===== src/rtl/bcd_seq_code_converter.sv =====
// bcd_seq_code_converter
//   Sequential binary-to-decimal code converter. A BIN_W-bit unsigned word is
//   turned into DIGITS decimal digits by shift-and-add-3, one input bit per
//   clock. Each digit is then encoded in a run-time selected 4-bit decimal
//   code: 8421, excess-3, 2421 (Aiken) or Gray.
//
// Handshake: a word moves across an interface on a rising edge where both
//   valid and ready are high. Upstream: in_valid/in_ready, with din and mode
//   sampled on that edge. Downstream: out_valid/out_ready, with dout and
//   overflow held stable while out_valid is high and not yet accepted.
//
// Ports
//   clk        rising-edge clock
//   rst_n      asynchronous active-low reset
//   in_valid   din/mode valid
//   in_ready   converter idle, a word can be accepted
//   din        unsigned binary input word
//   mode       00=8421, 01=excess-3, 10=2421, 11=Gray
//   out_valid  dout/overflow valid
//   out_ready  downstream accepts dout
//   dout       encoded digits, units digit in dout[3:0]
//   overflow   din >= 10**DIGITS (dout then holds the low DIGITS digits)
//
// FSM: IDLE -> SHIFT (BIN_W edges) -> ENCODE (1 edge) -> HOLD -> IDLE.
//   The current state is visible as the internal signal 'state'.
module bcd_seq_code_converter #(
  parameter int BIN_W  = 8,
  parameter int DIGITS = 3
) (
  input  logic                  clk,
  input  logic                  rst_n,
  input  logic                  in_valid,
  output logic                  in_ready,
  input  logic [BIN_W-1:0]      din,
  input  logic [1:0]            mode,
  output logic                  out_valid,
  input  logic                  out_ready,
  output logic [4*DIGITS-1:0]   dout,
  output logic                  overflow
);

  localparam int ACC_W = 4 * DIGITS;
  localparam int CNT_W = $clog2(BIN_W + 1);

  localparam logic [1:0] S_IDLE   = 2'd0;
  localparam logic [1:0] S_SHIFT  = 2'd1;
  localparam logic [1:0] S_ENCODE = 2'd2;
  localparam logic [1:0] S_HOLD   = 2'd3;

  logic [1:0]       state;
  logic [BIN_W-1:0] sh;
  logic [ACC_W-1:0] acc;
  logic [ACC_W-1:0] adj;
  logic [ACC_W-1:0] enc;
  logic [1:0]       mode_r;
  logic [CNT_W-1:0] cnt;

  function automatic logic [3:0] encode_digit(input logic [3:0] d, input logic [1:0] m);
    logic [3:0] r;
    case (m)
      2'b00:   r = d;
      2'b01:   r = d + 4'd3;
      2'b10:   r = (d < 4'd5) ? d : d + 4'd6;
      default: r = d ^ (d >> 1);
    endcase
    return r;
  endfunction

  // Add-3 correction and output encoding, digit by digit. Digits never exceed
  // 9 before correction, so +3 stays within 4 bits; the digit MSB then carries
  // into the next digit through the left shift.
  always_comb begin
    adj = '0;
    enc = '0;
    for (int k = 0; k < DIGITS; k++) begin
      adj[4*k +: 4] = (acc[4*k +: 4] >= 4'd5) ? acc[4*k +: 4] + 4'd3 : acc[4*k +: 4];
      enc[4*k +: 4] = encode_digit(acc[4*k +: 4], mode_r);
    end
  end

  assign in_ready  = (state == S_IDLE);
  assign out_valid = (state == S_HOLD);

  always_ff @(posedge clk or negedge rst_n) begin
    if (!rst_n) begin
      state    <= S_IDLE;
      sh       <= '0;
      acc      <= '0;
      mode_r   <= 2'b00;
      cnt      <= '0;
      dout     <= '0;
      overflow <= 1'b0;
    end else begin
      case (state)
        S_IDLE: begin
          if (in_valid) begin
            sh       <= din;
            mode_r   <= mode;
            acc      <= '0;
            cnt      <= '0;
            overflow <= 1'b0;
            state    <= S_SHIFT;
          end
        end
        S_SHIFT: begin
          acc <= {adj[ACC_W-2:0], sh[BIN_W-1]};
          sh  <= sh << 1;
          // A carry out of the top digit means the value no longer fits in
          // DIGITS decimal digits; the lower digits remain correct.
          if (adj[ACC_W-1]) overflow <= 1'b1;
          cnt <= cnt + 1'b1;
          if (cnt == CNT_W'(BIN_W - 1)) state <= S_ENCODE;
        end
        S_ENCODE: begin
          dout  <= enc;
          state <= S_HOLD;
        end
        default: begin
          if (out_ready) state <= S_IDLE;
        end
      endcase
    end
  end

endmodule


===== config.mk =====
export PLATFORM = sky130hd
export DESIGN_NAME = bcd_seq_code_converter
export DESIGN_NICKNAME = d
export VERILOG_FILES = /design/src/rtl/bcd_seq_code_converter.sv
export SDC_FILE = /design/constraint.sdc
export NUM_CORES = 1
export LEC_CHECK = 0
export ABC_AREA = 1
export BUFFER_PORTS_ARGS = -buffer_cell sky130_fd_sc_hd__buf_2
export CELL_PAD_IN_SITES_DETAIL_PLACEMENT = 1
export CELL_PAD_IN_SITES_GLOBAL_PLACEMENT = 1
export CORE_MARGIN = 1
export CORE_UTILIZATION = 38
export CTS_BUF_LIST = sky130_fd_sc_hd__clkbuf_16
export DETAILED_ROUTE_END_ITERATION = 7
export GPL_TIMING_DRIVEN = 1
export MAX_ROUTING_LAYER = met4
export PLACE_DENSITY_LB_ADDON = 0.1
export SLEW_MARGIN = 20
export SYNTH_ARGS = -nofsm -noshare
export SYNTH_HDL_FRONTEND = slang
export SYNTH_SLANG_ARGS = --single-unit

===== constraint.sdc =====
create_clock -name clk -period 1.4 [get_ports clk]
set_input_delay 0.21 -clock clk [delete_from_list [all_inputs] [get_ports clk]]
set_output_delay 0.21 -clock clk [all_outputs]
set_load 0.01 [all_outputs]

* Word-level counts from Yosys, hierarchy flattened *
Cells that the tools add are included.

word-level totals
  bits in registers = 41
  latch bits = 0
  bits in writable memories = 0
  bits in read-only memories = 0
  input port bits = 14
  output and inout bits = 15
  word-level logic and storage cells = 62
  memories kept = 0

cells by class
  add/sub/neg operators = 7
  multipliers = 0
  divide/modulo/power cells = 0
  magnitude comparators = 6
  eq/ne operators = 9
  shift operators = 0
  muxes and demuxes = 22
  bitwise logic cells = 3
  reductions and logical operators = 8

operators by type and width
  cell                 number
  $pmux 4 s3           3
  $mux 4               7
  $pmux 12 s2          1
  $pmux 8 s2           1
  $add 4x2->4 const B  3
  $add 4x3->4 const B  3
  $ge 4x3->1 const B   3
  $lt 4x3->1 const B   3
  $mux 12              1
  $xor 4x3->4          3
  $mux 8               1
  $pmux 4 s2           1
  $eq 2x2->1 const B   3
  $mux 2               3
  $ne 2x2->1 const B   3
  $pmux 2 s3           1
  $reduce_and 3->1     2
  $add 4x1->4 const B  1
  $eq 2x1->1 const B   2
  $eq 4x3->1 const B   1
  $logic_not 2->1      2
  $reduce_and 2->1     2
  $reduce_bool 4->1    1
  $mux 1               2
  other kinds (2)      2

* Logic depth before layout (Yosys ltp) *
Gate-level depths: netlist of run 1.

  depth after elaboration = 4
  depth in mapped cells = 10
  mapped depth without buffers = 10

* Least setup slack after synthesis of run 1 *
Ideal clock, no wire load.

  kind = register to register
  start point = register state[0]
  end point = register acc[11]
  library setup time = 0.124 ns
  arrival time = 1.364 ns
  data required time = 1.276 ns
  setup slack = -0.088 ns
  cell stages (with the launch flop) = 9
  clock period less this slack = 1.488 ns
  cell sequence = dfrtp_1 inv_1 ha_1 nand2_1 o21ai_2 nand2_1 clkinv_2 o211ai_1 nand2_1

between the ends
  longest elaborated chain between the ends = 3
  elaborated cells between the ends (all ways) = 6
  classes of those cells = eq/ne (2); mux (1); reduce/logical (3)

RTL lines
  item                                                              line  RTL
  start, declared                                                   50    logic [1:0] state;
  start signal, assigned                                            86    state <= S_IDLE;
  start signal, assigned                                            102   state <= S_SHIFT;
  start signal, assigned                                            112   if (cnt == CNT_W'(BIN_W - 1)) state <= S_ENCODE;
  $logic_not 2->1 (*)                                               n/a
  named net in_ready                                                33    output logic in_ready,
  $ne 2x2->1 (no source line) or $reduce_bool 2->1 (tied branches)  n/a
  $reduce_and 2->1 (no source line)                                 n/a
  end signal, assigned                                              106   acc <= {adj[ACC_W-2:0], sh[BIN_W-1]};
  end, declared                                                     52    logic [ACC_W-1:0] acc;

Mark *: on every way through the listed nets, which the timed path passes. The rest lies on a longest branch.
A chain may end at the register's enable or synchronous reset.

* Final worst setup path of run 1 *
  start point = register state[0]
  end point = register overflow

between the ends
  longest elaborated chain between the ends = 3
  elaborated cells between the ends (all ways) = 7
  classes of those cells = eq/ne (3); mux (1); reduce/logical (3)

RTL lines
  item                                                              line  RTL
  $eq 2x1->1 or $logic_not 2->1 (tied branches)                     94    case (state)
  $ne 2x2->1 (no source line) or $reduce_bool 2->1 (tied branches)  n/a
  $reduce_and 3->1 (no source line)                                 n/a
  end signal, assigned                                              92    overflow <= 1'b0;
  end signal, assigned                                              101   overflow <= 1'b0;
  end signal, assigned                                              110   if (adj[ACC_W-1]) overflow <= 1'b1;
  end, declared                                                     39    output logic overflow

Several ways; a longest one is shown, not always the timed one.

==> impl_metrics.json, run 1 <==
{
  "crit_path_start_kind": "flip-flop",
  "synth_fp_nets": 419,
  "cts.sink_count": 41,
  "drv_cap": 0,
  "synth_top_cell_by_area": "dfrtp_1",
  "clk_pin_slew_worst_paths_ns": 0.07,
  "netlist_area_um2": 2710,
  "drc_errors": 0,
  "ys_ff_latch": 41,
  "antenna_found_initial": 0,
  "antennaDiodeCount": 0,
  "portBuffers": 28,
  "intPower_uw": 4090,
  "p_sw_uw": 2950,
  "seq_area_frac_synth_pct": 37.8,
  "combPwrFrac_pct": 54.7,
  "grt_usage_pct": 26.8,
  "synth_enable_flop_cells": 0,
  "die_w_um": 86.5,
  "ys_top_cells_by_area": "dfrtp_1 38%, nand2_1 16%, ha_1 11%, nand3_1 8.7%, inv_1 5.8%",
  "peakVddDrop_mv": 1.16,
  "tightest_slew_ns": 0.502,
  "yosysTopAreaCellShare_pct": 37.8,
  "power_frac_seq_pct": 25.8,
  "clockRootBuffer": "clkbuf_16",
  "worstHoldStart": "din[0]",
  "leakagePower_uw": 0.00212,
  "drt-initial-drc-count": 99,
  "finalInstanceArea_um2": 4050,
  "timing_hold_violations_final": 0,
  "pin_count": 29,
  "rows": 30,
  "ys.flop_type": "dfrtp_1",
  "numCtsBuffers": 5,
  "wl_um": 9800,
  "rsz0062_at_grt": "true",
  "die_h_um": 86.5,
  "slew_headroom_pct": 66.5,
  "fin_crit_sh_pct": 107,
  "synth.distinct_cells": 24,
  "avgRoutedWirePerCell_um": 16.9,
  "layout_commonest_cell": "nand2_1",
  "rrSetupSlack_ns": -0.10,
  "crit_required_ns": 1.62,
  "tritoncts": "done",
  "crit_fanout": 7,
  "path_class": "reg2reg",
  "placed_cell_area_um2": 3390,
  "holdCritPathClass": "in2reg",
  "fin_tns_setup_ns": -1.06,
  "overflow": 0,
  "drv_slew": 0,
  "gp_congestion": 0.932,
  "grt_pass1_vias": 3054,
  "drive_gt1_share_pct": 38.5,
  "clock_path_buffers": 2,
  "utilization_pct": 59.2,
  "viasPerCell": 5.14,
  "reg2reg_to": "overflow",
  "cp-end-kind": "flip-flop",
  "fin_crit_ns": 1.50,
  "power_uw": 7040,
  "fp.dieArea_um2": 7480,
  "ys_warn_count": 0,
  "htree_levels": 2,
  "p_sw_share_pct": 42.0,
  "grt_pass1_wl_um": 14800,
  "core-area_um2": 6830,
  "hold_path_depth": 3,
  "grt_max_degree": 27,
  "clock_skew_ns": 0.00600,
  "ant_nets": 0,
  "most-common-layout-cells": "100 x nand2_1, 59 x buf_4, 40 x nand3_1, 40 x dfrtp_1, 35 x nor2_1",
  "syn_avg_cell_area_um2": 7.12,
  "dpl.hpwl_um": 6580,
  "violations": "negative setup slack",
  "start_util_pct": 39.7,
  "fill_cells": 853,
  "timing.fmax_mhz": 666,
  "clock_latency_ns": 0.29,
  "vias": 2978,
  "setup_viol": 25,
  "fin_ws_ns": -0.102,
  "rr_startpoint": "state[0]",
  "powerDensity_nw_per_um2": 1740,
  "async_flop_share_pct": 100,
  "whs_endpoint": "sh[0]",
  "first_pass_iters": 4,
  "syn_inst": 381,
  "syn_to_final_growth_pct": 49.2,
  "final_nets": 520,
  "rr_worst_depth": 8,
  "cp.arrival_ns": 1.72,
  "power_frac_clock_pct": 19.5,
  "outcome": "finished with violations"
}
cell families after synthesis:
family / Yosys count / synth area share [%]
flops: 41 / 37.8
buf+inv: 55 / 8.86
compound gates: 52 / 10.7
simple gates: 209 / 31.5
fa+ha+maj: 24 / 11.1
critical path, stage by stage (launching register included):
cell     delay (ns)
dfrtp_2        0.43
inv_2          0.07
ha_4           0.18
o21ai_4        0.23
buf_6          0.17
nand2_2        0.06
nor2_2         0.10
nor2_1         0.07
nor2_1         0.11
cells in the mapped netlist (all sizes together) (2+ instances only):
cell type,instances
nor2,39
o211ai,8
o21ai,27
nand3,47
nand2,120
a21oi,12
a31oi,3
ha,24
dfrtp,41
clkbuf,2
inv,44
buf,8
sequential cells by signal (all words and copies together), names as in the netlist:
register	count
acc	12
mode_r	2
dout	12
overflow	1
cnt	4
state	2
sh	8
power groups by stage:
| stage | combinational (uW) | clock (uW) | sequential [uW] |
|---|---|---|---|
| 2_1_floorplan | 1760 | 0 | 1850 |
| 3_3_place_gp | 3090 | 0 | 1780 |
| 3_5_place_dp | 3180 | 0 | 1810 |
| 4_1_cts | 3460 | 1380 | 1810 |
| 5_1_grt | 4210 | 1420 | 1850 |
| 6_report | 3850 | 1380 | 1810 |
per-layer routing:
layer	GRT usage, %	wire length (um)
met5	-	0
met4	6.21	132
met3	3.24	246
met2	47.6	5270
met1	32.6	4160
worst max-delay path by stage:
stage / slack [ns] / end / start
after floorplan: 0.002 / cnt[0] / state[1]
after global placement: -0.06 / overflow / state[0]
after detailed placement: -0.12 / overflow / state[0]
after CTS: -0.03 / in_ready / state[0]
after global routing: -0.16 / overflow / state[0]
final: -0.10 / overflow / state[0]
repair_timing:
action,in CTS,in global routing
endpoints found under the setup margin,28,38
gates resized for setup,32,76
hold endpoints to repair,15,0
buffers inserted,4,11
gates cloned,0,1
pin swaps,5,18
hold buffers,1,0
area by class of cell:
cell class	count	area, um^2	share of cell area [%]
repair inverters	1	5.00	0.124
repair buffers	103	801	19.8
well taps	96	120	2.97
flip-flops and latches	41	1030	25.4
clock inverters	3	46.3	1.14
clock buffers	5	125	3.09
inverters	45	176	4.36
multi-input cells	285	1750	43.1
stage by stage:
| stage | hold slack, ns | std cells | worst slack (ns) |
|---|---|---|---|
| 6_report | 0.134 | 579 | -0.102 |
| 5_1_grt | 0.140 | 579 | -0.158 |
| 4_1_cts | 0.139 | 567 | -0.0266 |
| 3_5_place_dp | 0.193 | 554 | -0.124 |
| 3_3_place_gp | 0.184 | 554 | -0.0584 |
| 2_1_floorplan | -0.0856 | 381 | 0.00176 |
Power figures use the tool's default switching activity.
==> run 2, diff against run 1 <==
--- a/config.mk
+++ b/config.mk
@@ -10,8 +10,8 @@
 export CELL_PAD_IN_SITES_DETAIL_PLACEMENT = 1
 export CELL_PAD_IN_SITES_GLOBAL_PLACEMENT = 1
 export CORE_MARGIN = 1
-export CORE_UTILIZATION = 38
-export CTS_BUF_LIST = sky130_fd_sc_hd__clkbuf_16
+export CORE_UTILIZATION = 40
+export CTS_BUF_LIST = sky130_fd_sc_hd__clkbuf_2
 export DETAILED_ROUTE_END_ITERATION = 7
 export GPL_TIMING_DRIVEN = 1
 export MAX_ROUTING_LAYER = met4
==> run 2 against run 1 <==
The flow finishes with violations (negative hold slack, negative setup slack). Die area fell by 4.9%. Clock-buffer cell count unchanged. Combinational power rose by 38%. Via count is 16% higher. Sequential power grew 4%. Critical path type unchanged. Register-to-register slack got worse by 0.23 ns. Sequential share of layout area fell by 1.8 points. Critical path depth grew 2. First-iteration DRC count grew to 3.1 times the previous value. Maximum frequency down 13%. Highest routed layer unchanged. Design area is 7.9% higher.
==> impl_metrics.json, run 2 (synthesis gave the netlist of run 1 again) <==
{
  "fp.dieArea_um2": 7110,
  "wl_um": 14500,
  "start_util_pct": 42.0,
  "core-area_um2": 6460,
  "routed.top_layer": "met4",
  "crit_fanout": 5,
  "drv_slew": 0,
  "antennaDiodeCount": 0,
  "p_sw_uw": 3870,
  "gp_congestion": 0.853,
  "die_h_um": 84.4,
  "numCtsBuffers": 5,
  "drt-initial-drc-count": 303,
  "cp-end-kind": "flip-flop",
  "crit_path_start_kind": "flip-flop",
  "clockRootBuffer": "clkbuf_2",
  "drc_errors": 0,
  "first_pass_iters": 5,
  "ant_nets": 0,
  "leakagePower_uw": 0.00220,
  "tightest_slew_ns": 0.339,
  "rsz0062_at_grt": "true",
  "pin_count": 29,
  "drive_gt1_share_pct": 50.2,
  "clock_path_buffers": 2,
  "fin_hold_ws_ns": -0.0271,
  "portBuffers": 28,
  "htree_levels": 2,
  "cts.sink_count": 41,
  "violations": "negative hold slack, negative setup slack",
  "clk_pin_slew_worst_paths_ns": 0.25,
  "fin_ws_ns": -0.329,
  "setup_viol": 38,
  "placed_cell_area_um2": 3330,
  "clock_latency_ns": 0.47,
  "wl_met2_um": 7310,
  "tritoncts": "done",
  "finalInstanceArea_um2": 4360,
  "viasPerCell": 6.05,
  "vias": 3456,
  "most-common-layout-cells": "88 x nand2_1, 51 x buf_4, 38 x dfrtp_1",
  "drv_cap": 0,
  "power_frac_clock_pct": 11.8,
  "fin_crit_sh_pct": 124,
  "fill_cells": 747,
  "antenna_found_initial": 0,
  "wl_met1_um": 5460,
  "layout_commonest_cell": "nand2_1",
  "die_w_um": 84.4,
  "slew_headroom_pct": 77.4,
  "power_uw": 8160,
  "post-place-ws_ns": -0.105,
  "powerDensity_nw_per_um2": 1870,
  "route.met3.wl_um": 961,
  "holdCritPathClass": "in2reg",
  "power_frac_seq_pct": 23.1,
  "grt_max_degree": 32,
  "grt_pass1_wl_um": 17800,
  "timing.fmax_mhz": 578,
  "peakVddDrop_mv": 1.36,
  "combPwrFrac_pct": 65.1,
  "grt_pass1_vias": 3319,
  "syn_to_final_growth_pct": 60.9,
  "outcome": "finished with violations",
  "cp.arrival_ns": 2.13,
  "p_sw_share_pct": 47.4,
  "dpl.hpwl_um": 6470,
  "fin_crit_ns": 1.73,
  "overflow": 0,
  "grt_usage_pct": 33.6,
  "rows": 29,
  "reg.largest.list": "acc x12, dout x12, sh x8",
  "path_class": "reg2reg",
  "avgRoutedWirePerCell_um": 25.4,
  "clock_skew_ns": 0.0309,
  "final_nets": 531,
  "crit_required_ns": 1.80,
  "timing_hold_violations_final": 2,
  "intPower_uw": 4290
}
==> run 2: changes by cell type in the layout (fill, tap and decap cells not counted), moves of 9 or more <==
cell     change
nand2_2      +9
buf_6       +16
nand2_1     -12
nand3_1     -10
nand3_2      +9
o21ai_0     -12
==> run 2: layout make-up <==
cell class	instances	area, um^2	area share (%)
clock buffer	5	25.0	0.573
clock inverter	3	65.1	1.49
inverter	45	199	4.56
multi-input combinational	285	1980	45.3
sequential	41	1030	23.6
tap	77	96.3	2.21
timing repair buffer	114	956	21.9
timing repair inverter	1	16.3	0.373
==> run 2: stage by stage <==
step	hold WS, ns	util, %	setup TNS, ns	std cells
floorplan	-0.0856	-	0	381
global placement	0.129	51.5	-0.0459	530
detailed placement	0.132	51.5	-0.966	530
CTS	0.000642	59.0	-1.97	558
global route	-0.0289	67.6	-6.97	571
finish	-0.0271	67.6	-5.53	571
==> run 2: power groups by stage <==
stage               sequential, uW  combinational, uW  clock, uW
floorplan                     1850               1760          0
global placement              1800               3030          0
detailed placement            1820               3150          0
CTS                           1800               4020        940
global route                  1910               5540        995
finish                        1890               5310        961
==> run 2: worst max-delay path, stage by stage, from the launching register on <==
cell,delay [ns]
dfrtp_1,0.44
inv_2,0.09
ha_4,0.19
buf_6,0.12
o21ai_4,0.21
buf_6,0.16
buf_6,0.13
nand2_2,0.06
nor2_1,0.12
nor2_1,0.06
nor2_1,0.12
==> run 2: layer usage <==
metal  track usage, %  up-vias
li1                 -     1449
met1             39.9     1734
met2             60.1      199
met3             4.03       74
met4             9.55        0
met5                -        -
==> run 2: repair_timing <==
item | in CTS | in global routing
hold buffers | 2 | 1
endpoints found under the hold margin | 42 | 1
gates resized for setup | 77 | 134
setup endpoints to repair | 34 | 43
pin swaps | 17 | 36
cloned | 2 | 0
buffers inserted | 16 | 12
==> run 2: worst paths after layout <==
kind,start,end,slack (ns),cells past startpoint
min,mode[1],mode_r[1],-0.03,3
min reg2reg,dout[5],dout[5],0.52,2
max reg2reg,state[1],overflow,-0.33,10
max in group asynchronous,rst_n,state[0],0.72,3
min in group asynchronous,rst_n,dout[9],0.13,2
max,state[1],overflow,-0.33,10
